==> config.mk <==
export PLATFORM = sky130hd
export DESIGN_NAME = bus_arbiter
export DESIGN_NICKNAME = d
export VERILOG_FILES = /design/src/rtl/bus_arbiter_pkg.sv /design/src/rtl/bus_arbiter_rr.sv /design/src/rtl/bus_arbiter.sv
export SDC_FILE = /design/constraint.sdc
export NUM_CORES = 1
export LEC_CHECK = 0
export ABC_AREA = 1
export CAP_MARGIN = 30
export CORE_AREA = 2 2 123 125
export CTS_BUF_LIST = sky130_fd_sc_hd__clkbuf_8 sky130_fd_sc_hd__clkbuf_16
export DETAILED_ROUTE_END_ITERATION = 16
export DIE_AREA = 0 0 125 127
export PLACE_DENSITY_LB_ADDON = 0.15
export REMOVE_ABC_BUFFERS = 1
export SLEW_MARGIN = 20
export SYNTH_ARGS = -nofsm -noshare
export SYNTH_HDL_FRONTEND = slang
export SYNTH_SLANG_ARGS = --single-unit
==> constraint.sdc <==
create_clock -name clk -period 1.85 [get_ports clk]
set_clock_uncertainty 0.2 [all_clocks]
set_input_delay 0.37 -clock clk [delete_from_list [all_inputs] [get_ports clk]]
set_output_delay 0.37 -clock clk [all_outputs]
set_load 0.005 [all_outputs]
==> src/rtl/bus_arbiter_pkg.sv <==
// -----------------------------------------------------------------------------
// bus_arbiter_pkg
// Shared definitions for the two-master bus arbiter: FSM state encoding,
// wait-counter width and the default acknowledge timeout.
// No ports; imported by bus_arbiter and bus_arbiter_rr.
// -----------------------------------------------------------------------------
package bus_arbiter_pkg;

    // Width of the acknowledge wait counter.
    localparam int CNT_W = 8;

    // Bus cycles a slave may take to acknowledge before the transfer aborts.
    localparam int DEFAULT_TIMEOUT = 255;

    typedef enum logic {
        ST_IDLE = 1'b0,
        ST_BUSY = 1'b1
    } state_e;

endpackage : bus_arbiter_pkg

==> src/rtl/bus_arbiter_rr.sv <==
// -----------------------------------------------------------------------------
// bus_arbiter_rr
// Two-way round-robin pick. Pure combinational.
// Ports:
//   req_i        [1:0]  request vector, bit N = master N requesting
//   last_grant_i        master granted most recently
//   grant_o             master to grant (meaningful only when req_i != 0)
// -----------------------------------------------------------------------------
module bus_arbiter_rr
    import bus_arbiter_pkg::*;
(
    input  logic [1:0] req_i,
    input  logic       last_grant_i,
    output logic       grant_o
);

    always_comb begin
        // On a tie the master that did not win last time goes first;
        // otherwise whichever single master is asking wins.
        if (req_i == 2'b11) begin
            grant_o = ~last_grant_i;
        end else begin
            grant_o = req_i[1];
        end
    end

endmodule : bus_arbiter_rr

==> src/rtl/bus_arbiter.sv <==
// -----------------------------------------------------------------------------
// bus_arbiter
// Arbitrates two Wishbone-style masters onto one shared slave bus.
// IDLE/BUSY FSM with a registered grant, a last-grant pointer for
// round-robin fairness and an acknowledge wait counter that aborts a
// transfer with err after TIMEOUT cycles.
// Ports:
//   clk, rst                          clock, synchronous active-high reset
//   mN_cyc_i/stb_i/we_i               master N cycle, strobe, write enable
//   mN_addr_i/data_i/sel_i            master N address, write data, byte select
//   mN_data_o/ack_o/err_o             read data, done, timeout abort to master N
//   s_cyc_o/stb_o/we_o                cycle, strobe, write enable to slave
//   s_addr_o/data_o/sel_o             address, write data, select to slave
//   s_data_i/ack_i                    read data and acknowledge from slave
// -----------------------------------------------------------------------------
module bus_arbiter
    import bus_arbiter_pkg::*;
#(
    parameter int TIMEOUT = DEFAULT_TIMEOUT
) (
    input  logic        clk,
    input  logic        rst,
    input  logic        m0_cyc_i,
    input  logic        m0_stb_i,
    input  logic        m0_we_i,
    input  logic [31:0] m0_addr_i,
    input  logic [31:0] m0_data_i,
    input  logic [3:0]  m0_sel_i,
    output logic [31:0] m0_data_o,
    output logic        m0_ack_o,
    output logic        m0_err_o,
    input  logic        m1_cyc_i,
    input  logic        m1_stb_i,
    input  logic        m1_we_i,
    input  logic [31:0] m1_addr_i,
    input  logic [31:0] m1_data_i,
    input  logic [3:0]  m1_sel_i,
    output logic [31:0] m1_data_o,
    output logic        m1_ack_o,
    output logic        m1_err_o,
    output logic        s_cyc_o,
    output logic        s_stb_o,
    output logic        s_we_o,
    output logic [31:0] s_addr_o,
    output logic [31:0] s_data_o,
    output logic [3:0]  s_sel_o,
    input  logic [31:0] s_data_i,
    input  logic        s_ack_i
);

    localparam logic [CNT_W-1:0] CNT_LAST = CNT_W'(TIMEOUT - 1);

    state_e           state_q, state_d;
    logic             grant_q, grant_d;
    logic             last_q,  last_d;
    logic [CNT_W-1:0] cnt_q,   cnt_d;

    logic [1:0]  req;
    logic        pick;
    logic        g_cyc, g_stb, g_we;
    logic [31:0] g_addr, g_data;
    logic [3:0]  g_sel;
    logic        out_busy;
    logic        g_active;
    logic        ack_hit;
    logic        timeout_hit;

    assign req = {m1_cyc_i & m1_stb_i, m0_cyc_i & m0_stb_i};

    bus_arbiter_rr u_rr (
        .req_i        (req),
        .last_grant_i (last_q),
        .grant_o      (pick)
    );

    // Granted master's request signals.
    always_comb begin
        if (grant_q) begin
            g_cyc  = m1_cyc_i;
            g_stb  = m1_stb_i;
            g_we   = m1_we_i;
            g_addr = m1_addr_i;
            g_data = m1_data_i;
            g_sel  = m1_sel_i;
        end else begin
            g_cyc  = m0_cyc_i;
            g_stb  = m0_stb_i;
            g_we   = m0_we_i;
            g_addr = m0_addr_i;
            g_data = m0_data_i;
            g_sel  = m0_sel_i;
        end
    end

    // Outputs are forced low while rst is high so a transfer in flight is
    // dropped immediately rather than one edge later.
    assign out_busy    = (state_q == ST_BUSY) && !rst;
    // A master that lets go of cyc_i forfeits any ack or err in that cycle.
    assign g_active    = (state_q == ST_BUSY) && g_cyc;
    assign ack_hit     = g_active && s_ack_i;
    // Ack takes priority over a coinciding timeout.
    assign timeout_hit = g_active && !s_ack_i && (cnt_q == CNT_LAST);

    always_comb begin
        // NOTE: every variable gets a default first so no latch is inferred.
        state_d = state_q;
        grant_d = grant_q;
        last_d  = last_q;
        cnt_d   = cnt_q;
        case (state_q)
            ST_IDLE: begin
                if (|req) begin
                    state_d = ST_BUSY;
                    grant_d = pick;
                    cnt_d   = '0;
                end
            end
            ST_BUSY: begin
                if (!g_cyc || ack_hit || timeout_hit) begin
                    state_d = ST_IDLE;
                    last_d  = grant_q;
                end else begin
                    cnt_d = cnt_q + 1'b1;
                end
            end
            default: state_d = ST_IDLE;
        endcase
    end

    always_ff @(posedge clk) begin
        // NOTE: non-blocking assignments so every flop samples pre-edge values.
        if (rst) begin
            state_q <= ST_IDLE;
            grant_q <= 1'b0;
            last_q  <= 1'b1;
            cnt_q   <= '0;
        end else begin
            state_q <= state_d;
            grant_q <= grant_d;
            last_q  <= last_d;
            cnt_q   <= cnt_d;
        end
    end

    // Slave side mirrors the granted master while BUSY, zero otherwise.
    assign s_cyc_o  = out_busy & g_cyc;
    assign s_stb_o  = out_busy & g_stb;
    assign s_we_o   = out_busy & g_we;
    assign s_addr_o = out_busy ? g_addr : '0;
    assign s_data_o = out_busy ? g_data : '0;
    assign s_sel_o  = out_busy ? g_sel  : '0;

    // Master side: only the granted master ever sees ack, err or data.
    assign m0_ack_o  = !rst && ack_hit && !grant_q;
    assign m1_ack_o  = !rst && ack_hit &&  grant_q;
    assign m0_err_o  = !rst && timeout_hit && !grant_q;
    assign m1_err_o  = !rst && timeout_hit &&  grant_q;
    assign m0_data_o = m0_ack_o ? s_data_i : '0;
    assign m1_data_o = m1_ack_o ? s_data_i : '0;

endmodule : bus_arbiter

==> results_dict.tcl <==
set metrics [dict create \
    cts_buffers 3 \
    avgSynthCellArea_um2 4.71 \
    cts_hold_buf 0 \
    port_buffers 315 \
    syn_area_mm2 0.00214 \
    fmax_ghz 0.417 \
    worst_pin_slew_ns 0.374 \
    synthCells 454 \
    insertion_delay_ns 0.24 \
    dieWidth_um 125 \
    cellPowerDensity_mw_per_mm2 268 \
    stdcell_area_mm2 0.00667 \
    synthTopCellsByCount "nand2_1, nor2_1, a21oi_1" \
    cts.path.max_buffers 2 \
    yosys.area.top_type "nand2_1" \
    placed_area_mm2 0.00570 \
    worstPathRequired_ns 1.28 \
    numClockSinks 11 \
    post-place-ws_ns -1.01 \
    layout_setup_ws_ns -0.547 \
    grt_usage 0.160 \
    grt_pass1_wl_um 20800 \
    synth.most_common_cell "nand2_1" \
    async_flop_share 0 \
    diodes 0 \
    cts_tree "done" \
    hold_viol_final 0 \
    routed_wl_um 15900 \
    coreArea_mm2 0.0144 \
    area_delta_synth_final_pct 212 \
    rsz0062_at_grt "true" \
    vias 4405 \
    cts_root_buf "clkbuf_16" \
    cp_max_fo 6 \
    ys_seq_area_frac 0.103 \
    r2r_cells 9 \
    antenna_found_initial 0 \
    yosys.area_share.simple 0.520 \
    start_util 0.148 \
    grt_start_max_net_pins 58 \
    yosys.area_share.adder 0.0117 \
    ir_drop_v 0.000237 \
    whs_path_depth 2 \
    p_leak_uw 0.00337 \
    synth_edf_count 0 \
    nNetsFinal 1033 \
    regToRegSetupSlack_ns 0.11 \
    crit_path_end "m1_data_o[10]" \
    startpoint "grant_q" \
    r2r_start "cnt_q[0]" \
    synth_ff_type "dfxtp_1" \
    hp-class "flip-flop to flip-flop" \
    drc 0 \
    crit_path_start_kind "flip-flop" \
    dieArea_mm2 0.0159 \
    outcome "finished with violations" \
    synth.area.top_cells "nand2_1, a21oi_1, nor2_1" \
    violations "setup timing" \
    clk_pin_slew_ns 0.05 \
    crit_type "flip-flop to primary output" \
    maxCapViolCount 0 \
    synth.top_cell.area_share 0.316 \
    drt_iter0_markers 138 \
    synth_top_family_by_area "simple AND/OR/NAND/NOR gates" \
    slew_viol_final 0 \
    drive_above_1_share 0.445 \
    grt_overflow 0 \
    place_congestion 0.833 \
    timing.rr.end "cnt_q[4]" \
    grt_pass1_vias 4128 \
    ant_nets 0 \
    dieHeight_um 127 \
    routedWlPerCell_um 15.3 \
    synth.distinct_cells 22 \
    finalSetupViolations 137 \
    synth-compound-area-share 0.178 \
    synth.area.mux_share 0 \
    cts.htree.levels 1 \
    cp.arrival_ns 1.83 \
    fin_setup_tns_ns -40.97 \
    finalCritPeriodShare 1.30 \
    worstSetupEndpointType "primary output" \
    dp_hpwl_um 11000 \
    min_period_ns 2.40 \
    drt-pass1-iter-count 4 \
    hold_ws_ns 0.279 \
    via_per_inst 4.25 \
    ys_warn_count 0 \
    synth_xor_area_frac 0.0164 \
    io_pins 316 \
    final_util 0.462 \
    holdCritStartpoint "last_q" \
    ys_seq_elements 11 \
    rows 44 \
    slew_headroom 0.751 \
]
==> placed cells by master (no fill, tap or decap), drive strengths merged <==
cell type and n:
buf 216, nor3 1, clkdlybuf4s15 4, xnor2 3, clkinv 1, clkdlybuf4s50 181, xor2 1, dlymetal6s2s 4
a21oi 71, ha 2, clkbuf 15, inv 57, dfxtp 11, nand2 181, nor2 80, dlygate4sd2 3
nand4 5, nand3 12, o21ai 5
==> state kept, by name, summed over array words and instances (netlist names) <==
| name | count |
|---|---|
| grant_q | 1 |
| cnt_q | 8 |
| last_q | 1 |
| state_q | 1 |
==> through the flow <==
stage                     instances  total power, µW
final                          1037             1790
after CTS                       994             1590
after floorplan                 425              510
after global routing           1037             1890
after global placement          965             1170
after detailed placement        965             1180
==> worst max-delay path: stages (launching register included) <==
cell and delay (ns):
dfxtp_4 0.39, inv_6 0.05, nand2_4 0.05, nand2_4 0.05, nor2_4 0.13, nand2_4 0.08, nor2_4 0.14, buf_12 0.12
buf_12 0.11, inv_12 0.04, buf_8 0.11, buf_6 0.11, nor2_4 0.09, buf_2 0.11
==> worst min-delay path by stage <==
| stage | endpoint |
|---|---|
| after global routing | last_q |
| after floorplan | last_q |
| final | last_q |
| after global placement | last_q |
| after CTS | last_q |
| after detailed placement | last_q |
==> where the power goes <==
| part | switching (µW) | leakage (µW) | internal [µW] |
|---|---|---|---|
| registers | 6.68 | 0.0000903 | 245 |
| logic | 473 | 0.00324 | 669 |
| clock network | 110 | 0.0000423 | 284 |
| total | 590 | 0.00337 | 1200 |
==> logic make-up after synthesis <==
kind of cell | Yosys count
buffers and inverters | 82
AOI/OAI and AO/OA | 76
xor gates and xnor gates | 4
adders and majority gates | 2
DFF | 11
and+or+nand+nor | 279
==> what timing repair did <==
action	CTS	global route
buffers inserted	22	35
pin swaps	5	51
resized for setup	405	309
endpoints found under the setup margin	140	140
cloned	3	10
==> final cells by class <==
class                      instances  area [µm²]
timing repair buffer             420        3730
tap                              184         230
timing repair inverter             4        52.6
inverter                          53         230
clock inverter                     1        3.75
sequential                        11         225
clock buffer                       3        75.1
multi-input combinational        361        2120
fill                            1485        7750
==> layer usage <==
layer  up-vias  track usage  wire length, µm
li1       2190            -                -
met1      1968        0.159             5710
met2       226        0.320             8530
met3        21       0.0498             1330
met4         0       0.0379              320
met5         -            0                0
Power figures use the tool's default switching activity.
